--- src/rtl/alu4_pkg.sv ---
// alu4_pkg: shared constants and types for the adder4 built-in self-test.
//   DATA_W  - operand width of the ALU under test
//   VEC_W   - width of the sweep index {opt,a,b}
//   NUM_VEC - number of vectors in one sweep
//   ERR_W   - width of the mismatch counter (must hold NUM_VEC)
//   state_e - self-test FSM states
//   resp_t  - the 7-bit ALU response {carry,zero,overflow,y}
package alu4_pkg;

  localparam int DATA_W  = 4;
  localparam int VEC_W   = 9;
  localparam int NUM_VEC = 512;
  localparam int ERR_W   = 10;

  typedef enum logic [1:0] {
    ST_IDLE = 2'd0,
    ST_RUN  = 2'd1,
    ST_DONE = 2'd2
  } state_e;

  typedef struct packed {
    logic              carry;
    logic              zero;
    logic              overflow;
    logic [DATA_W-1:0] y;
  } resp_t;

endpackage

--- src/rtl/alu4_selftest_golden.sv ---
// alu4_golden: combinational reference model of the 4-bit adder/subtractor.
// Ports:
//   a, b - operands
//   opt  - 0 = add, 1 = subtract
//   resp - expected {carry,zero,overflow,y}
module alu4_golden
  import alu4_pkg::*;
(
  input  logic [DATA_W-1:0] a,
  input  logic [DATA_W-1:0] b,
  input  logic              opt,
  output resp_t             resp
);

  logic [DATA_W-1:0] b_op;
  logic [DATA_W:0]   sum;

  // Subtraction is a + ~b + 1, so carry out is the inverted borrow.
  assign b_op = opt ? ~b : b;
  assign sum  = {1'b0, a} + {1'b0, b_op} + {{DATA_W{1'b0}}, opt};

  always_comb begin
    resp.y     = sum[DATA_W-1:0];
    resp.carry = sum[DATA_W];
    resp.zero  = (sum[DATA_W-1:0] == '0);
    // Signed overflow: effective operands share a sign, result sign differs.
    // Using the inverted b for subtract covers both opcodes in one term.
    resp.overflow = (a[DATA_W-1] == b_op[DATA_W-1]) &&
                    (sum[DATA_W-1] != a[DATA_W-1]);
  end

endmodule

--- src/rtl/alu4_selftest.sv ---
// alu4_selftest: built-in self-test engine for the adder4 ALU.
// On start it sweeps all {opt,a,b} vectors (b fastest, opt slowest), holds
// each for SETTLE_CYCLES cycles, compares the ALU response against the
// golden model and records the error count and first failing vector.
// Parameters:
//   SETTLE_CYCLES - cycles each vector is held before sampling (>=1)
//   STOP_ON_FAIL  - 1 ends the sweep at the first mismatch
// Ports:
//   clk, rst_n                    - clock, async active-low reset
//   start                         - begin a sweep (ignored while busy)
//   a, b, opt                     - stimulus to the ALU
//   y, carry, zero, overflow      - ALU response
//   busy, done, pass              - sweep status
//   err_count, first_fail_vec     - error bookkeeping
module alu4_selftest
  import alu4_pkg::*;
#(
  parameter int SETTLE_CYCLES = 1,
  parameter int STOP_ON_FAIL  = 0
) (
  input  logic              clk,
  input  logic              rst_n,
  input  logic              start,
  output logic [DATA_W-1:0] a,
  output logic [DATA_W-1:0] b,
  output logic              opt,
  input  logic [DATA_W-1:0] y,
  input  logic              carry,
  input  logic              zero,
  input  logic              overflow,
  output logic              busy,
  output logic              done,
  output logic              pass,
  output logic [ERR_W-1:0]  err_count,
  output logic [VEC_W-1:0]  first_fail_vec
);

  localparam int CNT_W = (SETTLE_CYCLES > 1) ? $clog2(SETTLE_CYCLES) : 1;
  localparam logic [CNT_W-1:0] SETTLE_LOAD = CNT_W'(SETTLE_CYCLES - 1);
  localparam logic [VEC_W-1:0] LAST_VEC    = VEC_W'(NUM_VEC - 1);

  state_e            state_q, state_d;
  logic [VEC_W-1:0]  vec_q, vec_d;
  logic [CNT_W-1:0]  settle_q, settle_d;
  logic [ERR_W-1:0]  err_q, err_d;
  logic [VEC_W-1:0]  ff_q, ff_d;
  logic              pass_q, pass_d;

  resp_t             gold_resp;
  resp_t             dut_resp;
  logic              mismatch;
  logic              last_vec;

  alu4_golden u_golden (
    .a    (vec_q[2*DATA_W-1:DATA_W]),
    .b    (vec_q[DATA_W-1:0]),
    .opt  (vec_q[VEC_W-1]),
    .resp (gold_resp)
  );

  assign dut_resp = {carry, zero, overflow, y};
  assign mismatch = (dut_resp != gold_resp);
  assign last_vec = (vec_q == LAST_VEC) || ((STOP_ON_FAIL != 0) && mismatch);

  always_comb begin
    state_d  = state_q;
    vec_d    = vec_q;
    settle_d = settle_q;
    err_d    = err_q;
    ff_d     = ff_q;
    pass_d   = pass_q;
    unique case (state_q)
      ST_IDLE, ST_DONE: begin
        if (start) begin
          state_d  = ST_RUN;
          vec_d    = '0;
          settle_d = SETTLE_LOAD;
          err_d    = '0;
          ff_d     = '0;
          pass_d   = 1'b0;
        end
      end
      ST_RUN: begin
        if (settle_q != '0) begin
          settle_d = settle_q - CNT_W'(1);
        end else begin
          // Last held cycle of this vector: the response has settled.
          if (mismatch) begin
            err_d = err_q + ERR_W'(1);
            if (err_q == '0) begin
              ff_d = vec_q;
            end
          end
          if (last_vec) begin
            state_d = ST_DONE;
            pass_d  = (err_d == '0);
          end else begin
            vec_d    = vec_q + VEC_W'(1);
            settle_d = SETTLE_LOAD;
          end
        end
      end
      default: state_d = ST_IDLE;
    endcase
  end

  always_ff @(posedge clk or negedge rst_n) begin
    if (!rst_n) begin
      state_q  <= ST_IDLE;
      vec_q    <= '0;
      settle_q <= '0;
      err_q    <= '0;
      ff_q     <= '0;
      pass_q   <= 1'b0;
    end else begin
      state_q  <= state_d;
      vec_q    <= vec_d;
      settle_q <= settle_d;
      err_q    <= err_d;
      ff_q     <= ff_d;
      pass_q   <= pass_d;
    end
  end

  assign a              = vec_q[2*DATA_W-1:DATA_W];
  assign b              = vec_q[DATA_W-1:0];
  assign opt            = vec_q[VEC_W-1];
  assign busy           = (state_q == ST_RUN);
  assign done           = (state_q == ST_DONE);
  assign pass           = pass_q;
  assign err_count      = err_q;
  assign first_fail_vec = ff_q;

endmodule
--- config.mk ---
export PLATFORM = sky130hd
export DESIGN_NAME = alu4_selftest
export DESIGN_NICKNAME = d
export VERILOG_FILES = /design/src/rtl/alu4_pkg.sv /design/src/rtl/alu4_selftest_golden.sv /design/src/rtl/alu4_selftest.sv
export SDC_FILE = /design/constraint.sdc
export NUM_CORES = 1
export LEC_CHECK = 0
export CORE_MARGIN = 2
export CORE_UTILIZATION = 35
export CTS_BUF_LIST = sky130_fd_sc_hd__clkbuf_8 sky130_fd_sc_hd__clkbuf_16
export DETAILED_ROUTE_END_ITERATION = 16
export PLACE_DENSITY = 0.66
export RECOVER_POWER = 25
export SYNTH_ARGS = -nofsm -noshare
export SYNTH_HDL_FRONTEND = slang
export SYNTH_SLANG_ARGS = --single-unit
--- constraint.sdc ---
create_clock -name clk -period 3.1 [get_ports clk]
set_input_delay 0.31 -clock clk [delete_from_list [all_inputs] [get_ports clk]]
set_output_delay 0.31 -clock clk [all_outputs]
set_load 0.01 [all_outputs]
Word level (Yosys, flattened, before mapping). Cells that the tools add are included.

Register bits: 32. Output and inout port bits: 31. Bits of input ports: 10. Word-level logic and storage cells: 62.

$add $sub $neg: 5. Bitwise gates (word level): 1. Reductions and logical operators: 13. Multiplexer cells: 25. Equal/unequal tests: 12.

Operator list (number): $mux 9 (6); $mux 10 (5); $pmux 9 s2 (2); $logic_not 10->1 (2); $pmux 10 s2 (1); $add 10x1->10 const B (1); $add 9x1->9 const B (1); $eq 9x9->1 const B (1); $reduce_and 4->1 (2); $ne 7x7->1 (1); $mux 2 (3); $ne 2x1->1 const B (3); $ne 2x2->1 const B (3); $reduce_and 3->1 (2); $add 4x4->5 (1); $add 5x1->5 (1); $reduce_and 5->1 (1); $logic_not 4->1 (1); $mux 1 (4); $mux 4 (1); $not 4->4 (1); $pmux 1 s2 (2); $pmux 2 s2 (1); $eq 2x1->1 const B (1); 9 further kinds (9).

Depth between registers and ports, before layout. Gate-level depths: netlist of run 1.

Depth after elaboration: 14. Depth in mapped cells: 11. Gate-level depth less buffers: 10.

Modules after synthesis. A second synthesis of run 1 with hierarchy kept.

Cell total of the unflattened synthesis: 220. Area total of the unflattened synthesis: 1988.2 um2.

By module, submodules not included: alu4_selftest (area each 1756.7 um2, instances 1, cells an instance 197, seq. area each 775.7 um2); alu4_golden (area each 231.5 um2, instances 1, cells an instance 23, seq. area each 0.0 um2).

Worst setup path before layout of run 1. Ideal clock, no wire load.

Kind: flip-flop to flip-flop. From: reg vec_q[8]. To: reg pass_q (netlist: pass). Setup time: 0.111 ns. Stages on the path, launching flop included: 11. Setup slack: 0.191 ns. Clock period less this slack: 2.909 ns. Buffers on the path: 1. Arrival time: 2.797 ns. Required time: 2.989 ns. Cell sequence: dfrtp_1 buf_6 mux2_4 fa_1 nor4_1 mux2i_2 xor2_2 a31oi_4 mux2i_1 a221oi_1 a2111oi_2.

Longest elaborated chain between the ends: 13. Elaborated cells between the ends (all ways): 18. Classes of those cells: add/sub: 2; eq/ne: 5; mux: 7; reduce/logical: 4.

RTL lines: start, declared (RTL line alu4_selftest.sv:43) `logic [VEC_W-1:0] vec_q, vec_d;`; start signal, assigned (RTL line alu4_selftest.sv:117) `vec_q <= vec_d;`; $mux 4 (RTL line alu4_selftest_golden.sv:19) `assign b_op = opt ? ~b : b;`; $add 4x4->5 (RTL line alu4_selftest_golden.sv:20) `assign sum = {1'b0, a} + {1'b0, b_op} + {{DATA_W{1'b0}}, opt};`; $add 5x1->5 (RTL line alu4_selftest_golden.sv:20); $ne 1x1->1 (RTL line alu4_selftest_golden.sv:29) `(sum[DATA_W-1] != a[DATA_W-1]);`; $logic_and 1x1->1 (RTL line alu4_selftest_golden.sv:28) `resp.overflow = (a[DATA_W-1] == b_op[DATA_W-1]) &&`; $ne 7x7->1 (RTL line alu4_selftest.sv:62) `assign mismatch = (dut_resp != gold_resp);`; $mux 10 (RTL line alu4_selftest.sv:88) `if (mismatch) begin`; $mux 10 (RTL line alu4_selftest.sv:84) `if (settle_q != '0) begin`; $mux 10 (RTL line alu4_selftest.sv:72) `unique case (state_q)`; $logic_not 10->1 (RTL line alu4_selftest.sv:96) `pass_d = (err_d == '0);`; $mux 1 (RTL line alu4_selftest.sv:94) `if (last_vec) begin`; $mux 1 (RTL line alu4_selftest.sv:84); $pmux 1 s2 (RTL line alu4_selftest.sv:72); end signal, assigned (RTL line alu4_selftest.sv:121) `pass_q <= pass_d;`; end, declared (RTL line alu4_selftest.sv:47) `logic pass_q, pass_d;`.

Parallel ways exist; a longest one is shown, timed or not. The select of a mux whose other input is x is not followed. A chain may end at the register's enable or synchronous reset.

Worst setup path after layout of run 1. Ends and elaborated chain as after synthesis.

==> flow_metrics.py, run 1 <==
metrics = {
    "status": {
        "status": "complete, but fails checks",
        "failed_checks": "max-capacitance violations, max-slew violations",
    },
    "cts": {
        "clockRootBuffer": "clkbuf_8",
        "h-tree-depth": 2,
        "clkTransAtPathRegs_ns": 0.07,
        "clock-sinks": 31,
        "cts_max_path_buffers": 2,
        "clkLatencyLatePin_ns": 0.29,
        "cts_tree": "done",
        "cts_buffers": 5,
    },
    "worst_setup_path": {
        "start_kind": "flip-flop",
        "critPathBufInv": 2,
        "critPathTopFamily": "compound AO/OA/AOI/OAI gates",
        "worstPathCellList": "buf_4 > xor2_1 > ha_1 > inv_1 > nor4_2 > mux2i_2 > xor2_2 > a31oi_4 > mux2i_1 > a221oi_2 > a2111oi_2",
        "required_ns": 3.27,
        "cpPeakStageDelay_ns": 0.45,
        "critPathMaxFanout": 7,
        "crit_arrival_ns": 3.22,
        "cp-end-kind": "flip-flop",
        "slowest_stage": "dfrtp_2",
        "crit_type": "flip-flop to flip-flop",
    },
    "detailed_routing": {
        "drt-wirelength-per-cell_um": 14.89,
        "drt_iter0_drc": 92,
        "first_pass_iters": 4,
        "drt_wl_total_um": 5062,
        "via_count": 1748,
        "ant_nets": 0,
        "drc": 0,
        "vias_per_cell": 5.141,
    },
    "cells_and_area": {
        "antennaDiodeCount": 0,
        "stdcell_area_mm2": 0.002775,
        "layout.nets": 285,
        "layout-drive-gt1-share": 0.1604,
        "syn_to_final_growth_pct": 37.25,
        "utilization": 0.5009,
        "final_cell_mix": "clkdlybuf4s50_1, dfrtp_1, nand2_1",
        "layout_commonest_cell": "clkdlybuf4s50_1",
    },
    "synthesis": {
        "ys_seq_area_frac": 0.3837,
        "synthArstFlopShare": 1.000,
        "netlist_area_mm2": 0.002022,
        "ys_seq_elements": 31,
        "synth.distinct_cells": 50,
        "synth_edf_count": 0,
        "syn_inst": 213,
        "synth_top_cell_by_area": "dfrtp_1",
        "ys_top_cells_by_area": "dfrtp_1, mux2i_1, nand2_1",
        "synth_nets": 231,
        "yosys_warnings": 0,
        "synth_area_per_cell_um2": 9.493,
        "synth_top_area_frac": 0.3837,
        "synth_top_flop_cell": "dfrtp_1",
    },
    "grt": {
        "grt_pass1_wl_um": 8073,
        "grt_pass1_vias": 1641,
        "antenna_found_initial": 0,
        "overflow": 0,
        "grt_start_max_net_pins": 32,
        "grt_usage": 0.1620,
    },
    "power": {
        "swShare": 0.4070,
        "switchingPower_mw": 1.009,
        "p_int_mw": 1.470,
        "p_comb_frac": 0.556,
        "ir_drop_v": 0.0004260,
        "p_leak_nw": 1.198,
        "power_mw": 2.478,
        "power.density_mw_per_mm2": 893.0,
        "clkPwrFrac": 0.170,
        "sequentialPowerShare": 0.274,
    },
    "floorplanning": {
        "dieArea_mm2": 0.006401,
        "core-area_mm2": 0.005540,
        "fp.dieW_um": 80.01,
        "dieHeight_um": 80.01,
        "rows": 27,
        "ios": 41,
        "start_util": 0.3650,
    },
    "place": {
        "io_buffers": 40,
        "place.gp.congestion": 0.8525,
        "dpl_cell_area_mm2": 0.002562,
        "dpl.hpwl_um": 3548,
    },
    "sta": {
        "slew_violations": 32,
        "min_period_ns": 3.044,
        "post-route-period-util": 0.9820,
        "worst_pin_slew_ns": 1.682,
        "finalHoldViolCount": 0,
        "skew_ns": 0.008849,
        "max_freq_mhz": 328.5,
        "setup-tns-final_ns": 0,
        "slew-limit-headroom": -0.1210,
        "setup_violations": 0,
    },
    "worst_hold_path": {
        "min_path_type": "flip-flop to flip-flop",
    },
    "job": {
        "cap_violations": 1,
    },
}
==> sequential cells by signal, summed over array words and instances, names as in the netlist <==
name            cells
first_fail_vec      9
err_count          10
pass                1
state_q             2
vec_q               9
==> synth_stat cells (2+ instances only) <==
cell,count
or4_1,2
a21o_1,4
xor2_1,6
o21ai_0,11
clkbuf_1,5
ha_1,7
dfrtp_1,31
o31ai_1,3
nor4_1,3
a31oi_1,3
or3_1,2
a21oi_1,5
nor2_1,14
xnor2_1,11
nand2b_1,3
inv_1,16
and3_1,6
nand2_1,26
mux2i_1,11
nor3_1,4
nand3_4,2
and2_1,2
nand3_1,9
==> area by class of cell <==
cell class	count	area, um2
flip-flops and latches	31	777.0
well taps	72	90.09
repair buffers	53	506.7
clock inverters	2	35.03
multi-input cells	160	1224
inverters	16	60.06
clock buffers	6	82.58
fillers	511	2765
==> power by group through the flow <==
stage	logic [mW]	registers, mW	clock network, mW
after floorplan	0.728	0.718	0
after global placement	1.22	0.678	0
after detailed placement	1.24	0.679	0
after CTS	1.25	0.673	0.427
after global routing	1.50	0.702	0.446
final	1.38	0.679	0.421
==> worst paths after layout <==
path / to / slack, ns / start / cells past startpoint
max: pass / 0.06 / vec_q[8] / 11
min: first_fail_vec[4] / 0.53 / first_fail_vec[4] / 2
max reg2reg: pass / 0.06 / vec_q[8] / 11
min reg2reg: first_fail_vec[4] / 0.53 / first_fail_vec[4] / 2
max in group asynchronous: vec_q[8] / 1.01 / rst_n / 2
min in group asynchronous: err_count[8] / 0.99 / rst_n / 2
==> metal layers <==
metal  GRT usage  vias up  routed length, um
li1            -      850                  -
met1      0.2445      847               2511
met2      0.2275       46               2274
met3     0.03507        5                224
met4     0.05085        0                 51
met5           0        -                  0
==> worst register-to-register path: stages (launching register included) <==
cell and delay, ns:
dfrtp_2 0.45, buf_4 0.17, xor2_1 0.17, ha_1 0.40
inv_1 0.14, nor4_2 0.34, mux2i_2 0.14, xor2_2 0.23
a31oi_4 0.29, mux2i_1 0.28, a221oi_2 0.09, a2111oi_2 0.24
==> kinds of logic (layout without fill, tap and decap cells) <==
| family | after synthesis | count (layout) | share of synthesized area |
|---|---|---|---|
| XOR/XNOR | 18 | 18 | 0.08168 |
| flip-flops | 31 | 31 | 0.3837 |
| buffers and inverters | 22 | 77 | 0.04456 |
| AND/OR/NAND/NOR | 81 | 81 | 0.2184 |
| AO/OA/AOI/OAI | 39 | 39 | 0.1442 |
| multiplexers | 14 | 14 | 0.07426 |
| adder cells (fa/ha/maj) | 8 | 8 | 0.05322 |
==> through the flow <==
stage | setup WS, ns | std cells | hold slack (ns)
global route | -0.09541 | 340 | 0.5439
detailed placement | 0.08851 | 328 | 0.5148
CTS | 0.04004 | 336 | 0.4245
finish | 0.05565 | 340 | 0.5281
floorplan | 0.1915 | 213 | 0.01441
global placement | 0.1991 | 328 | 0.5163
==> repair_timing <==
item,in CTS,in global routing
setup endpoints to repair,0,5
hold buffers,0,0
setup buffers,0,4
gates resized for setup,0,11
Power figures use the tool's default switching activity.
==> inputs of run 2 (changes only) <==
Settings changed: ABC_AREA set to 1.
==> run 2 against run 1 <==
Net effect: the run still ends with max-capacitance violations, max-slew violations left; maximum frequency up 12%; die area up 4.0%; core utilization down 4.2 points; clock power down 4%; synthesized cell count up 35%; setup slack better by 0.32 ns; non-clock buffer count down 11; final cell count up 20%; critical path depth up 4; routed wire length up 10%; global-route usage up 2.2 points; largest cell class unchanged.
==> flow_metrics.py, run 2 <==
metrics = {
    "cells_and_area": {
        "seq_area_um2": 775.7,
        "layout-drive-gt1-share": 0.09281,
        "layout.nets": 351,
        "final_cell_mix": "nand2_1, inv_1, clkdlybuf4s50_1",
        "layout_commonest_cell": "nand2_1",
        "syn_to_final_growth_pct": 28.21,
        "largest_register_ff_count": 10,
        "fillers": 621,
        "antennaDiodeCount": 0,
        "multiInputGateArea_mm2": 0.001131,
    },
    "detailed_routing": {
        "drc": 0,
        "drt_wl_total_um": 5580,
        "first_pass_iters": 4,
        "drt_iter0_drc": 160,
        "ant_nets": 0,
        "drt-wirelength-per-cell_um": 13.64,
        "vias_per_cell": 5.086,
        "via_count": 2080,
    },
    "synthesis": {
        "synth_edf_count": 0,
        "ys_top_cells_by_area": "dfrtp_1, nand2_1, nand3_1",
        "syn_inst": 288,
        "synth.distinct_cells": 30,
        "yosys_warnings": 0,
        "synth_top_flop_cell": "dfrtp_1",
        "netlist_top_cells_count": "nand2_1, inv_1, nand3_1, dfrtp_1, o21ai_0",
        "synth_nets": 306,
        "synth_area_per_cell_um2": 7.316,
        "synthArstFlopShare": 1.000,
        "synth_top_area_frac": 0.3682,
        "yosys.cell_count.top_type": "nand2_1",
        "netlist_area_mm2": 0.002107,
        "synth_top_cell_by_area": "dfrtp_1",
        "ys_seq_area_frac": 0.3682,
        "ys_seq_elements": 31,
    },
    "worst_setup_path": {
        "start_kind": "flip-flop",
        "cp-end-kind": "flip-flop",
        "worstPathCellList": "xor2_1 > fa_1 > xnor2_1 > nand2_1 > nor2_1 > nand2_1 > nor2_2 > nand2_1 > nor2_2 > nand2_2 > nand2_1 > xor2_1 > nor2_1 > nand3_1 > nand2_1",
        "crit_arrival_ns": 2.91,
        "slowest_stage": "dfrtp_1",
        "critPathMaxFanout": 7,
        "cpPeakStageDelay_ns": 0.51,
        "crit_type": "flip-flop to flip-flop",
        "required_ns": 3.28,
        "regToRegEndpoint": "pass",
        "timing.rr.start": "vec_q[8]",
        "cp_common_cell": "nand2_1",
        "startpoint": "vec_q[8]",
        "rrSetupSlack_ns": 0.37,
        "r2r_cells": 15,
    },
    "sta": {
        "slew_violations": 32,
        "setup_violations": 0,
        "slew-limit-headroom": -0.1464,
        "rsz0062_at_grt": "false",
        "post-route-period-util": 0.8802,
        "min_period_ns": 2.729,
        "skew_ns": 0.003973,
        "finalHoldViolCount": 0,
        "max_freq_mhz": 366.5,
        "setup-tns-final_ns": 0,
        "worst_pin_slew_ns": 1.720,
    },
    "cts": {
        "ctsResizeCount": 0,
        "clockRootBuffer": "clkbuf_8",
        "clkLatencyLatePin_ns": 0.29,
        "cts_buffers": 5,
        "hold_buffers": 0,
        "h-tree-depth": 2,
        "clkTransAtPathRegs_ns": 0.07,
        "clock-sinks": 31,
        "post_cts_buffers": 0,
        "cts_tree": "done",
        "cts_max_path_buffers": 2,
    },
    "place": {
        "dpl.hpwl_um": 4154,
        "io_buffers": 40,
        "place.gp.congestion": 0.9470,
    },
    "floorplanning": {
        "fp.dieW_um": 81.59,
        "core-area_mm2": 0.005886,
        "start_util": 0.3580,
        "dieArea_mm2": 0.006657,
        "rows": 28,
        "ios": 41,
        "dieHeight_um": 81.59,
    },
    "grt": {
        "grt_pass1_vias": 2024,
        "overflow": 0,
        "antenna_found_initial": 0,
        "grt_pass1_wl_um": 9370,
        "grt_start_max_net_pins": 32,
        "grt_usage": 0.1842,
    },
    "status": {
        "status": "complete, but fails checks",
        "failed_checks": "max-capacitance violations, max-slew violations",
    },
    "worst_hold_path": {
        "min_path_type": "flip-flop to flip-flop",
        "hold_path.startpoint": "first_fail_vec[6]",
        "holdPathEnd": "first_fail_vec[6]",
        "min_path_cells": 2,
    },
    "job": {
        "cap_violations": 1,
    },
    "power": {
        "p_leak_nw": 1.297,
        "power.density_mw_per_mm2": 709.6,
        "power_mw": 1.917,
        "ir_drop_v": 0.0003034,
    },
}
run 2: changes by cell type after synthesis, moves of 9 or more:
cell,previous run,this run
mux2i_1,11,0
nand2_2,0,9
nand3_1,9,35
nand2_1,26,63
inv_1,16,42
run 2: cells by family after synthesis:
kind of cell / count (synthesis) / share of synthesized area
flops: 31 / 0.3682
buf+inv: 51 / 0.09501
simple gates: 149 / 0.3403
compound gates: 37 / 0.09561
fa+ha+maj: 8 / 0.05107
xor+xnor: 12 / 0.04989
run 2: per-stage QoR:
stage	utilization	cells	hold WS [ns]	instance area (um2)	setup WS, ns
after floorplan	-	288	0.01441	2107	0.5461
after global placement	0.4405	401	0.4991	2592	0.4966
after detailed placement	0.4405	401	0.5037	2592	0.3883
after CTS	0.4596	409	0.4412	2705	0.3715
after global routing	0.4590	409	0.5476	2701	0.04577
final	0.4590	409	0.5142	2701	0.3715
run 2: worst max-delay path by stage:
stage,endpoint,depth (start not counted)
detailed placement,pass,15
global route,pass,15
CTS,pass,15
floorplan,pass,19
finish,pass,15
global placement,pass,20
run 2: worst max-delay path: cells and delay by family, from the launching register on:
family                     cells  cell delay, ns
and+or+nand+nor               11            0.92
xor gates and xnor gates       3            0.70
adders and majority gates      1            0.49
DFF                            1            0.51
run 2: where the power goes:
part,internal [mW],switching (mW)
registers,0.491,0.0988
clock network,0.239,0.165
logic,0.361,0.562
run 2: area by class of cell:
type / instances / area share
flip-flops and latches: 31 / 0.2872
multi-input cells: 206 / 0.4187
repair buffers: 42 / 0.1524
clock inverters: 3 / 0.01621
well taps: 75 / 0.03474
inverters: 47 / 0.06531
clock buffers: 5 / 0.02547
run 2: layer usage:
| metal | global-route usage | up-vias | share of wire |
|---|---|---|---|
| met2 | 0.3057 | 78 | 0.49 |
| met1 | 0.2338 | 969 | 0.44 |
| met5 | 0 | - | 0 |
| li1 | - | 1027 | - |
| met4 | 0.07500 | 0 | 0.0090 |
| met3 | 0.03846 | 6 | 0.058 |
